`config.mk`:
```
export PLATFORM = sky130hd
export DESIGN_NAME = lm_mac_acc
export DESIGN_NICKNAME = d
export VERILOG_FILES = /design/src/rtl/lm_pkg.sv /design/src/rtl/lm_acc_add.sv /design/src/rtl/lm_mac_acc.sv
export SDC_FILE = /design/constraint.sdc
export NUM_CORES = 1
export LEC_CHECK = 0
export BUFFER_PORTS_ARGS = -buffer_cell sky130_fd_sc_hd__buf_4
export CORE_MARGIN = 2
export CORE_UTILIZATION = 57
export DETAILED_ROUTE_END_ITERATION = 7
export PLACE_DENSITY = 0.8
export REMOVE_ABC_BUFFERS = 1
export SLEW_MARGIN = 20
export SYNTH_ARGS = -nofsm -noshare
export SYNTH_HDL_FRONTEND = slang
export SYNTH_SLANG_ARGS = --single-unit
```
`constraint.sdc`:
```
create_clock -name clk -period 3.63 [get_ports clk]
set_input_delay 0.1815 -clock clk [delete_from_list [all_inputs] [get_ports clk]]
set_output_delay 0.1815 -clock clk [all_outputs]
set_load 0.03 [all_outputs]
```
`src/rtl/lm_pkg.sv`:
```
// Shared constants, FSM state type and counter-width helper for the log-multiplier MAC path.
package lm_pkg;

    localparam int LM_PROD_W  = 32;
    localparam int LM_ACC_W   = 40;
    localparam int LM_VEC_LEN = 16;

    typedef enum logic {
        ACC  = 1'b0,
        HOLD = 1'b1
    } lm_state_e;

    // Wide enough to hold VEC_LEN itself, since out_count reports full vectors.
    function automatic int lm_cnt_w(input int vec_len);
        return $clog2(vec_len + 1);
    endfunction

endpackage

```
`src/rtl/lm_acc_add.sv`:
```
// ACC_W-bit accumulate adder with carry-out; saturates on carry when LM_MAC_ACC_SAT_EN is defined,
// otherwise wraps modulo 2^ACC_W.
module lm_acc_add #(
    parameter int ACC_W  = 40,
    parameter int PROD_W = 32
) (
    input  logic [ACC_W-1:0]  acc_i,
    input  logic [PROD_W-1:0] data_i,
    output logic [ACC_W-1:0]  sum_o,
    output logic              carry_o
);

    logic [ACC_W:0] sum_w;

    assign sum_w   = {1'b0, acc_i} + {{(ACC_W + 1 - PROD_W){1'b0}}, data_i};
    assign carry_o = sum_w[ACC_W];

`ifdef LM_MAC_ACC_SAT_EN
    assign sum_o = carry_o ? {ACC_W{1'b1}} : sum_w[ACC_W-1:0];
`else
    assign sum_o = sum_w[ACC_W-1:0];
`endif

endmodule

```
`src/rtl/lm_mac_acc.sv`:
```
// Streaming MAC accumulator: sums VEC_LEN product beats (or up to in_last) into one result.
// Optional saturation of the accumulator is selected with LM_MAC_ACC_SAT_EN.
module lm_mac_acc
    import lm_pkg::*;
#(
    parameter  int PROD_W  = LM_PROD_W,
    parameter  int ACC_W   = LM_ACC_W,
    parameter  int VEC_LEN = LM_VEC_LEN,
    localparam int CNT_W   = lm_cnt_w(VEC_LEN)
) (
    input  logic              clk,
    input  logic              rst,
    input  logic              clr,
    input  logic              in_valid,
    output logic              in_ready,
    input  logic [PROD_W-1:0] in_data,
    input  logic              in_last,
    output logic              out_valid,
    input  logic              out_ready,
    output logic [ACC_W-1:0]  out_data,
    output logic [CNT_W-1:0]  out_count,
    output logic              out_ovf
);

    localparam logic [CNT_W-1:0] LAST_CNT = CNT_W'(VEC_LEN - 1);

    lm_state_e        state_q, state_d;
    logic [ACC_W-1:0] acc_q, acc_d;
    logic [CNT_W-1:0] cnt_q, cnt_d;
    logic             ovf_q, ovf_d;
    logic             out_valid_q, out_valid_d;
    logic [ACC_W-1:0] out_data_q, out_data_d;
    logic [CNT_W-1:0] out_count_q, out_count_d;
    logic             out_ovf_q, out_ovf_d;

    logic [ACC_W-1:0] add_sum;
    logic             add_carry;
    logic             beat;

    lm_acc_add #(
        .ACC_W  (ACC_W),
        .PROD_W (PROD_W)
    ) u_add (
        .acc_i   (acc_q),
        .data_i  (in_data),
        .sum_o   (add_sum),
        .carry_o (add_carry)
    );

    // Ready comes from registered state only, so out_ready never reaches in_ready.
    assign in_ready = (state_q == ACC);
    assign beat     = in_valid & in_ready;

    always_comb begin
        state_d     = state_q;
        acc_d       = acc_q;
        cnt_d       = cnt_q;
        ovf_d       = ovf_q;
        out_valid_d = out_valid_q;
        out_data_d  = out_data_q;
        out_count_d = out_count_q;
        out_ovf_d   = out_ovf_q;
        case (state_q)
            ACC: begin
                if (clr) begin
                    acc_d = '0;
                    cnt_d = '0;
                    ovf_d = 1'b0;
                end else if (beat) begin
                    if (in_last || cnt_q == LAST_CNT) begin
                        out_data_d  = add_sum;
                        out_count_d = cnt_q + CNT_W'(1);
                        out_ovf_d   = ovf_q | add_carry;
                        out_valid_d = 1'b1;
                        acc_d       = '0;
                        cnt_d       = '0;
                        ovf_d       = 1'b0;
                        state_d     = HOLD;
                    end else begin
                        acc_d = add_sum;
                        cnt_d = cnt_q + CNT_W'(1);
                        ovf_d = ovf_q | add_carry;
                    end
                end
            end
            HOLD: begin
                if (out_valid_q && out_ready) begin
                    out_valid_d = 1'b0;
                    state_d     = ACC;
                end
            end
            default: state_d = ACC;
        endcase
    end

    always_ff @(posedge clk) begin
        if (rst) begin
            state_q     <= ACC;
            acc_q       <= '0;
            cnt_q       <= '0;
            ovf_q       <= 1'b0;
            out_valid_q <= 1'b0;
            out_data_q  <= '0;
            out_count_q <= '0;
            out_ovf_q   <= 1'b0;
        end else begin
            state_q     <= state_d;
            acc_q       <= acc_d;
            cnt_q       <= cnt_d;
            ovf_q       <= ovf_d;
            out_valid_q <= out_valid_d;
            out_data_q  <= out_data_d;
            out_count_q <= out_count_d;
            out_ovf_q   <= out_ovf_d;
        end
    end

    assign out_valid = out_valid_q;
    assign out_data  = out_data_q;
    assign out_count = out_count_q;
    assign out_ovf   = out_ovf_q;

endmodule
```
==> impl_metrics.env, run 1 <==
export IMPL_critPathRequiredTime_ns=3.93
export IMPL_ff_latch_area_um2=1880
export IMPL_setup_worst_path_class="flop to flop"
export IMPL_gp_congestion=0.881
export IMPL_routed_via_density=5.97
export IMPL_multi_input_comb_area_um2=3260
export IMPL_vdd_drop_max_mv=0.240
export IMPL_hpwl_um=10000
export IMPL_grt_total_usage=0.279
export IMPL_synth_seq_area_share=0.352
export IMPL_drtIter0Drc=198
export IMPL_dieArea_um2=10200
export IMPL_worstMarginPinSlew_ns=0.870
export IMPL_whs_ns=0.0984
export IMPL_syn2layout_area_growth_pct=17.7
export IMPL_synth_cells=662
export IMPL_ctsHoldBuffers=0
export IMPL_p_leak_nw=2.64
export IMPL_path_max_fanout=4
export IMPL_die_y_um=101
export IMPL_cts_resized=0
export IMPL_synth_yosys_warnings=0
export IMPL_fmax_ghz=0.328
export IMPL_cts_buffers=9
export IMPL_post_drt_wl_per_cell_um=16.3
export IMPL_drive_gt1_frac=0.166
export IMPL_synth_ff_latch_count=94
export IMPL_cp_start_kind="flop"
export IMPL_wl_um=13900
export IMPL_clock_root_buffer="clkbuf_8"
export IMPL_numClockSinks=94
export IMPL_drc=0
export IMPL_cts_buffer_depth=2
export IMPL_antenna_found_initial=0
export IMPL_synth_flop_cell="dfxtp_1"
export IMPL_ys_types=69
export IMPL_hold_viol=0
export IMPL_final_area_um2=6280
export IMPL_power_density_nw_per_um2=380
export IMPL_rows=35
export IMPL_max_slew_margin=0.420
export IMPL_finalMaxSlewViolations=0
export IMPL_grt_remaining_overflow=0
export IMPL_avgSynthCellArea_um2=8.06
export IMPL_portBuffers=85
export IMPL_fin_nets=805
export IMPL_boundaryPins=86
export IMPL_grt_pass1_wl_um=23100
export IMPL_vias=5063
export IMPL_reg2reg_slack_ns=0.59
export IMPL_fp_dieW_um=101
export IMPL_synth_edf_count=0
export IMPL_finClkSkew_ns=0.0138
export IMPL_grt_max_degree=81
export IMPL_setup_tns_ns=0
export IMPL_post_cts_buffers=0
export IMPL_initial_core_util=0.583
export IMPL_fillers=775
export IMPL_placed_cell_area_um2=6040
export IMPL_cts_max_level=3
export IMPL_arrival_ns=3.34
export IMPL_setup_worst_path_end_class="flop"
export IMPL_coreArea_um2=9150
export IMPL_antennaDiodeCount=0
export IMPL_hp_class="input port to flop"
export IMPL_cts_tree="done"
export IMPL_fin_crit_ns=3.04
export IMPL_netlist_area_um2=5340
export IMPL_maxCapViolCount=0
export IMPL_first_global_vias=4803
export IMPL_dr_pass1_iters=4
export IMPL_rsz0062_at_grt="false"
export IMPL_insertion_delay_ns=0.35
export IMPL_post_route_period_util=0.839
export IMPL_path_clk_slew_ns=0.10
export IMPL_async_flop_share=0
export IMPL_ant_nets=0
export IMPL_outcome="complete, no violations"
export IMPL_setup_viol=0
-- worst paths after layout --
path                                    from      endpoint  cells past startpoint
worst min-delay path               out_ready       state_q                      4
worst min register to register  out_data[18]  out_data[18]                      2
worst max-delay path                acc_q[0]  out_data[26]                     11
worst max register to register      acc_q[0]  out_data[26]                     11
-- registers in the layout, summed over array words and instances (netlist names) --
signal,count
out_count,5
out_valid,1
out_data,40
out_ovf,1
state_q,1
ovf_q,1
cnt_q,5
acc_q,40
-- critical path: stages, from the launching register on --
cell and delay (ns):
dfxtp_1 0.34, ha_1 0.17, inv_1 0.06, fa_1 0.40
and2b_1 0.24, o2111ai_1 0.18, a211oi_2 0.45, nor4_1 0.14
o21ai_1 0.32, a31oi_1 0.20, or4_1 0.43, nand3_1 0.09
-- synth_stat cells, types with 2 or more instances --
| cell type | instances | area (µm²) |
|---|---|---|
| a211oi_1 | 12 | 90.1 |
| a211oi_2 | 2 | 25.0 |
| a21o_1 | 11 | 82.6 |
| a21oi_1 | 60 | 300 |
| a221o_1 | 2 | 20.0 |
| a22o_1 | 9 | 78.8 |
| a22oi_1 | 15 | 113 |
| a311oi_1 | 2 | 17.5 |
| a31oi_1 | 4 | 25.0 |
| and2_1 | 2 | 12.5 |
| and3_1 | 4 | 25.0 |
| buf_1 | 3 | 11.3 |
| buf_2 | 3 | 15.0 |
| clkbuf_1 | 27 | 101 |
| dfxtp_1 | 94 | 1880 |
| ha_1 | 34 | 425 |
| inv_1 | 15 | 56.3 |
| nand2_1 | 89 | 334 |
| nand2b_1 | 6 | 37.5 |
| nand3_1 | 17 | 85.1 |
| nand3b_1 | 9 | 67.6 |
| nand4_1 | 5 | 31.3 |
| nand4b_1 | 3 | 26.3 |
| nor2_1 | 77 | 289 |
| nor2b_1 | 5 | 31.3 |
| nor3_1 | 7 | 35.0 |
| nor4_1 | 3 | 18.8 |
| o211ai_1 | 5 | 37.5 |
| o21a_1 | 8 | 60.1 |
| o21ai_0 | 33 | 165 |
| o21ai_1 | 7 | 35.0 |
| o21bai_1 | 6 | 45.0 |
| o22ai_1 | 2 | 12.5 |
| o31a_1 | 2 | 17.5 |
| o31ai_1 | 4 | 30.0 |
| or3_1 | 5 | 31.3 |
| or4_1 | 6 | 45.0 |
| xnor2_1 | 20 | 175 |
| xor2_1 | 14 | 123 |
-- stage by stage --
step / cells / total power [W] / worst slack (ns) / util
4_1_cts: 848 / 0.00240 / 0.633 / 0.687
2_1_floorplan: 627 / 0.00141 / -0.785 / -
6_report: 848 / 0.00239 / 0.585 / 0.687
5_1_grt: 848 / 0.00249 / 0.396 / 0.687
3_3_place_gp: 832 / 0.00156 / 0.776 / 0.660
3_5_place_dp: 832 / 0.00157 / 0.653 / 0.660
-- layout make-up --
type / instances / share of cell area
Clock inverter: 7 / 0.0187
Sequential cell: 94 / 0.299
Timing Repair Buffer: 94 / 0.112
Multi-Input combinational cell: 518 / 0.519
Inverter: 15 / 0.00896
Tap cell: 111 / 0.0221
Clock buffer: 9 / 0.0197
-- cell families after synthesis --
kind of cell	after synthesis	share of synthesized area
muxes	1	0.00187
buffers and inverters	50	0.0380
adders and majority gates	35	0.0834
and+or+nand+nor	246	0.218
AOI/OAI and AO/OA	202	0.250
xor gates and xnor gates	34	0.0558
DFF	94	0.352
-- per-layer routing --
| metal | global-route usage | up-vias | wire, µm |
|---|---|---|---|
| met5 | 0 | - | 0 |
| met4 | 0.0685 | 0 | 127 |
| met3 | 0.0270 | 9 | 622 |
| met2 | 0.469 | 137 | 6600 |
| met1 | 0.387 | 2403 | 6510 |
| li1 | - | 2514 | - |
-- power by group --
part / total [W] / internal [W] / switching [W]
sequential: 0.00109 / 0.00107 / 0.0000219
clock: 0.000840 / 0.000461 / 0.000379
combinational: 0.000458 / 0.000174 / 0.000284
-- placed cells by master (no fill, tap or decap), types with 14 or more instances in the layout --
master,Yosys,layout
a21oi_1,60,60
a22oi_1,15,15
buf_4,1,94
dfxtp_1,94,94
ha_1,34,34
inv_1,15,15
nand2_1,89,89
nand3_1,17,17
nor2_1,77,77
o21ai_0,33,33
xnor2_1,20,20
xor2_1,14,14
Note: power is estimated with default switching activity, not from simulation.
==> run 2, diff against run 1 <==
ABC_AREA = 1   (was not set)
CORE_UTILIZATION = 53   (was 57)
PLACE_DENSITY = 0.77   (was 0.8)
clock period = 2.7 ns   (was 3.63 ns; I/O delays follow)
==> run 2 against run 1 <==
Against the previous run:
- largest power group unchanged
- flip-flop and latch count did not move
- clock skew decreased by 0.0093 ns
- count of clock-buffer cells in the layout up 4
- via count is 27% higher
- highest routed layer unchanged
- worst hold slack got worse by 0.046 ns
- critical path type unchanged
- final cell count is 52% higher
==> impl_metrics.env, run 2 <==
export IMPL_fin_nets=1214
export IMPL_power_density_nw_per_um2=449
export IMPL_worstHoldStart="out_ready"
export IMPL_drc=0
export IMPL_critPathRequiredTime_ns=2.96
export IMPL_netlist_area_leader_share=0.296
export IMPL_synth_ff_latch_count=94
export IMPL_ys_types=34
export IMPL_fmax_ghz=0.434
export IMPL_grt_pass1_wl_um=27100
export IMPL_dr_pass1_iters=5
export IMPL_whs_ns=0.0525
export IMPL_rr_worst_depth=17
export IMPL_antenna_found_initial=0
export IMPL_grt_total_usage=0.260
export IMPL_coreArea_um2=11900
export IMPL_ctsHoldBuffers=0
export IMPL_outcome="complete, no violations"
export IMPL_insertion_delay_ns=0.35
export IMPL_synth_edf_count=0
export IMPL_fillers=1177
export IMPL_max_slew_margin=0.603
export IMPL_ant_nets=0
export IMPL_setup_worst_path_end_class="flop"
export IMPL_drive_gt1_frac=0.125
export IMPL_dieArea_um2=12900
export IMPL_synthTopCellsByCount="nand2_1, inv_1, nor2_1, dfxtp_1, a21oi_1"
export IMPL_routed_via_density=4.96
export IMPL_final_common_cell="nand2_1"
export IMPL_synth_seq_area_share=0.296
export IMPL_cts_buffers=9
export IMPL_finalMaxSlewViolations=0
export IMPL_avgSynthCellArea_um2=5.98
export IMPL_setup_viol=0
export IMPL_cts_resized=0
export IMPL_hpwl_um=12400
export IMPL_arrival_ns=2.56
export IMPL_rows=40
export IMPL_min_path_cells=4
export IMPL_syn2layout_area_growth_pct=17.0
export IMPL_worstMarginPinSlew_ns=0.595
export IMPL_utilization=0.627
export IMPL_synth_largest_area_cell="dfxtp_1"
export IMPL_fin_cells=1293
export IMPL_rsz0062_at_grt="false"
export IMPL_regToRegEndpoint="out_data[32]"
export IMPL_grt_max_degree=54
export IMPL_fin_crit_ns=2.30
export IMPL_post_route_period_util=0.853
export IMPL_numClockSinks=94
export IMPL_synth_cells=1064
export IMPL_cts_max_level=3
export IMPL_synth_flop_cell="dfxtp_1"
export IMPL_fp_dieW_um=114
export IMPL_die_y_um=114
export IMPL_path_clk_slew_ns=0.06
export IMPL_drtIter0Drc=417
export IMPL_post_cts_buffers=0
export IMPL_cts_tree="done"
export IMPL_maxCapViolCount=0
export IMPL_multi_input_comb_area_um2=3710
export IMPL_portBuffers=85
export IMPL_synth_area_top_cells="dfxtp_1, nand2_1, inv_1"
export IMPL_finClkSkew_ns=0.00454
export IMPL_post_drt_wl_per_cell_um=12.7
export IMPL_holdPathEnd="state_q"
export IMPL_cp_start_kind="flop"
export IMPL_p_leak_nw=4.04
export IMPL_async_flop_share=0
export IMPL_mostFrequentLayoutCells="nand2_1, inv_1, nor2_1"
export IMPL_antennaDiodeCount=0
export IMPL_boundaryPins=86
export IMPL_hold_viol=0
export IMPL_reg2reg_slack_ns=0.40
export IMPL_synth_yosys_warnings=0
export IMPL_cts_buffer_depth=2
export IMPL_first_global_vias=5665
export IMPL_yosysMostFrequentCell="nand2_1"
export IMPL_vdd_drop_max_mv=0.231
export IMPL_clock_root_buffer="clkbuf_16"
export IMPL_grt_remaining_overflow=0
export IMPL_gp_congestion=0.978
export IMPL_dpl_cell_count=1277
export IMPL_ff_latch_area_um2=1880
export IMPL_vias=6413
export IMPL_initial_core_util=0.536
export IMPL_wl_um=16400
export IMPL_netlist_area_um2=6360
export IMPL_setup_worst_path_class="flop to flop"
export IMPL_path_max_fanout=4
export IMPL_hp_class="input port to flop"
export IMPL_r2r_start="acc_q[0]"
==> run 2: metal layers <==
metal | global-route usage | share of wire
met1 | 0.388 | 0.52
met2 | 0.390 | 0.41
met3 | 0.0335 | 0.056
met4 | 0.0813 | 0.018
met5 | 0 | 0
==> run 2: stage by stage <==
| stage | setup TNS, ns | instance area, µm² | total power [W] | setup slack [ns] |
|---|---|---|---|---|
| after floorplan | -38.77 | 6230 | 0.00189 | -1.14 |
| after global placement | 0 | 7150 | 0.00211 | 0.516 |
| after detailed placement | 0 | 7150 | 0.00212 | 0.425 |
| after CTS | 0 | 7440 | 0.00336 | 0.418 |
| after global routing | 0 | 7440 | 0.00348 | 0.163 |
| final | 0 | 7440 | 0.00334 | 0.397 |
==> run 2: cells by family after synthesis <==
kind of cell	share of synthesized area
compound gates	0.0997
simple gates	0.385
flops	0.296
xor+xnor	0.0273
buf+inv	0.122
fa+ha+maj	0.0700
==> run 2: cell type report <==
| type | count | area share |
|---|---|---|
| Clock inverter | 3 | 0.00235 |
| Multi-Input combinational cell | 771 | 0.498 |
| Timing Repair Buffer | 92 | 0.0979 |
| Sequential cell | 94 | 0.253 |
| Clock buffer | 13 | 0.0363 |
| Tap cell | 147 | 0.0247 |
| Inverter | 173 | 0.0873 |
==> run 2: how the worst max path moves through the flow <==
stage	startpoint	to	slack [ns]	cells after the start
6_report	acc_q[0]	out_data[32]	0.40	17
3_3_place_gp	acc_q[0]	out_data[32]	0.52	17
4_1_cts	cnt_q[0]	cnt_q[0]	0.42	10
5_1_grt	acc_q[0]	out_data[32]	0.16	17
2_1_floorplan	cnt_q[0]	out_data[19]	-1.14	9
3_5_place_dp	cnt_q[0]	cnt_q[0]	0.42	10
==> run 2: power by group <==
part / internal (W) / switching, W / total, W
Combinational: 0.000221 / 0.000403 / 0.000623
Clock: 0.000698 / 0.000553 / 0.00125
Sequential: 0.00144 / 0.0000285 / 0.00147
==> run 2: worst max-delay path, stage by stage (launching register included) <==
cell     delay, ns
dfxtp_1       0.33
ha_1          0.20
inv_1         0.07
fa_1          0.41
inv_1         0.10
nand3_1       0.08
nand2_2       0.13
nand2_1       0.08
nand2_2       0.08
nand3_1       0.07
nand2_1       0.17
nand2_1       0.13
nand2_2       0.10
nand2_1       0.06
nand2_1       0.07
nand2_1       0.05
nand2_1       0.06
inv_1         0.03
==> run 3, diff against run 2 <==
ABC_AREA = not set   (was 1)
CORE_UTILIZATION = 52   (was 53)
PLACE_DENSITY = 0.85   (was 0.77)
==> run 3 against run 2 <==
Against the previous run:
- utilization increased by 5.1 points
- final cell count is 30% lower
- count of clock-buffer cells in the layout down 4
- register-to-register slack worse by 0.44 ns
- the run now ends with negative setup slack left
- worst hold slack got worse by 0.035 ns
- flip-flop and latch count unchanged
- critical path type unchanged
- non-clock buffer count increased by 36
- sequential share of layout area increased by 2.8 points
- combinational power rose by 11%
- via count shrank 16%
- design area down 10%
==> impl_metrics.env, run 3 (synthesized netlist as in run 1, its figures left out) <==
export IMPL_outcome="finished, violations left"
export IMPL_violations="negative setup slack"
export IMPL_grt_remaining_overflow=0
export IMPL_syn2layout_area_growth_pct=25.4
export IMPL_rsz0062_at_grt="true"
export IMPL_ant_nets=0
export IMPL_arrival_ns=3.04
export IMPL_mostFrequentLayoutCells="buf_4, dfxtp_1, nand2_1"
export IMPL_coreArea_um2=9860
export IMPL_grt_max_degree=43
export IMPL_clock_root_buffer="clkbuf_8"
export IMPL_min_path_cells=4
export IMPL_dr_pass1_iters=5
export IMPL_setup_worst_path_class="flop to flop"
export IMPL_crit_path_max_incr_delay_ns=0.38
export IMPL_hpwl_um=10700
export IMPL_final_common_cell="buf_4"
export IMPL_fp_dieW_um=105
export IMPL_p_leak_nw=2.81
export IMPL_fmax_ghz=0.365
export IMPL_pwr_share_comb=0.228
export IMPL_vias=5373
export IMPL_vdd_drop_max_mv=0.228
export IMPL_path_max_fanout=7
export IMPL_rows=36
export IMPL_cts_tree="done"
export IMPL_numClockSinks=94
export IMPL_portBuffers=85
export IMPL_crit_slowest_cell="a211oi_2"
export IMPL_dieArea_um2=11100
export IMPL_drc=0
export IMPL_setup_tns_ns=-0.149
export IMPL_max_slew_margin=0.613
export IMPL_post_drt_wl_per_cell_um=16.8
export IMPL_gp_congestion=0.882
export IMPL_critPathRequiredTime_ns=3.00
export IMPL_p_int_w=0.00205
export IMPL_cts_buffers=9
export IMPL_cp_depth=11
export IMPL_post_route_period_util=1.01
export IMPL_met1_length_um=6570
export IMPL_wl_um=15200
export IMPL_setup_viol=5
export IMPL_hp_class="input port to flop"
export IMPL_final_area_um2=6690
export IMPL_setup_worst_path_end_class="flop"
export IMPL_antennaDiodeCount=0
export IMPL_antenna_found_initial=0
export IMPL_layout_setup_ws_ns=-0.0385
export IMPL_clkPwrFrac=0.290
export IMPL_boundaryPins=86
export IMPL_cp_cell_sequence="ha_4, inv_2, fa_2, and2b_1, o2111ai_2, a211oi_2, o311ai_2, nand2_2, a21oi_4, or3_1, a311oi_2"
export IMPL_die_y_um=105
export IMPL_cts_buffer_depth=2
export IMPL_highest_layer="met4"
export IMPL_cp_start_kind="flop"
export IMPL_wl_met2_um=7230
export IMPL_pwr_share_seq=0.483
export IMPL_finClkSkew_ns=0.0172
export IMPL_fin_crit_ns=2.74
export IMPL_hold_viol=0
export IMPL_p_sw_w=0.000988
export IMPL_drtIter0Drc=241
export IMPL_rr_worst_depth=11
export IMPL_switching_share=0.325
export IMPL_cts_max_level=3
export IMPL_finalMaxSlewViolations=0
export IMPL_fillers=781
export IMPL_first_global_vias=5299
export IMPL_insertion_delay_ns=0.39
export IMPL_initial_core_util=0.541
export IMPL_placed_cell_area_um2=6260
export IMPL_grt_pass1_wl_um=24500
export IMPL_fin_nets=839
export IMPL_worstMarginPinSlew_ns=0.576
export IMPL_grt_total_usage=0.267
export IMPL_power_density_nw_per_um2=454
export IMPL_met3_wirelength_um=961
export IMPL_drive_gt1_frac=0.240
export IMPL_routed_via_density=5.94
export IMPL_reg2reg_slack_ns=-0.04
export IMPL_utilization=0.678
export IMPL_path_delay_family="compound AO/OA/AOI/OAI gates"
export IMPL_ctsHoldBuffers=0
export IMPL_maxCapViolCount=0
export IMPL_path_clk_slew_ns=0.11
export IMPL_crit_buf_inv=1
[run 3: changes by cell type in the layout (fill, tap and decap cells not counted), sizes merged, moves of 9 or more]
cell / previous run / this run
inv: 172 / 16
xnor2: 6 / 20
nor2: 158 / 77
a211oi: 1 / 14
nand3b: 0 / 9
nand3: 57 / 17
buf: 92 / 128
a21oi: 76 / 61
a21o: 2 / 11
a22o: 0 / 9
nand2: 365 / 89
a22oi: 0 / 15
[run 3: final timing paths]
check	start	end
max	acc_q[0]	out_data[38]
min	out_ready	out_valid
max reg2reg	acc_q[0]	out_data[38]
min reg2reg	acc_q[16]	acc_q[16]
[run 3: worst register-to-register path: stages, from the launching register on]
cell and delay [ns]:
dfxtp_2 0.36, ha_4 0.14, inv_2 0.04, fa_2 0.35
and2b_1 0.24, o2111ai_2 0.16, a211oi_2 0.38, o311ai_2 0.15
nand2_2 0.13, a21oi_4 0.11, or3_1 0.35, a311oi_2 0.26
[run 3: cell type report]
cell class              instances  area (µm²)  area share
clock buffers                   9         124      0.0185
repair buffers                128         992       0.148
clock inverters                 7        50.0     0.00748
well taps                     133         166      0.0249
flip-flops and latches         94        1880       0.281
multi-input cells             518        3420       0.511
inverters                      15        56.3     0.00841
[run 3: metrics by stage]
stage	total power [W]	worst slack [ns]	hold WS (ns)	instances
2_1_floorplan	0.00189	-1.71	0.200	627
3_3_place_gp	0.00212	-0.0476	0.421	878
3_5_place_dp	0.00214	-0.152	0.429	878
4_1_cts	0.00300	0.0161	0.0229	898
5_1_grt	0.00315	-0.200	0.0605	904
6_report	0.00304	-0.0385	0.0175	904
[run 3: timing repair]
| item | 4_1_cts | 5_1_grt |
|---|---|---|
| pin swaps | 5 | 24 |
| buffers inserted | 4 | 7 |
| endpoints found under the setup margin | 15 | 29 |
| gates resized for setup | 3 | 40 |
[run 3: power groups by stage]
stage	Combinational, W	Clock (W)	Sequential (W)
after floorplan	0.000338	0	0.00155
after detailed placement	0.000644	0	0.00150
after CTS	0.000655	0.000876	0.00147
final	0.000692	0.000881	0.00147
after global placement	0.000628	0	0.00150
after global routing	0.000748	0.000930	0.00148
[run 3: layer usage]
metal / global-route usage / vias to the layer above
li1: - / 2585
met1: 0.338 / 2548
met2: 0.449 / 204
met3: 0.0470 / 36
met4: 0.110 / 0
met5: 0 / -
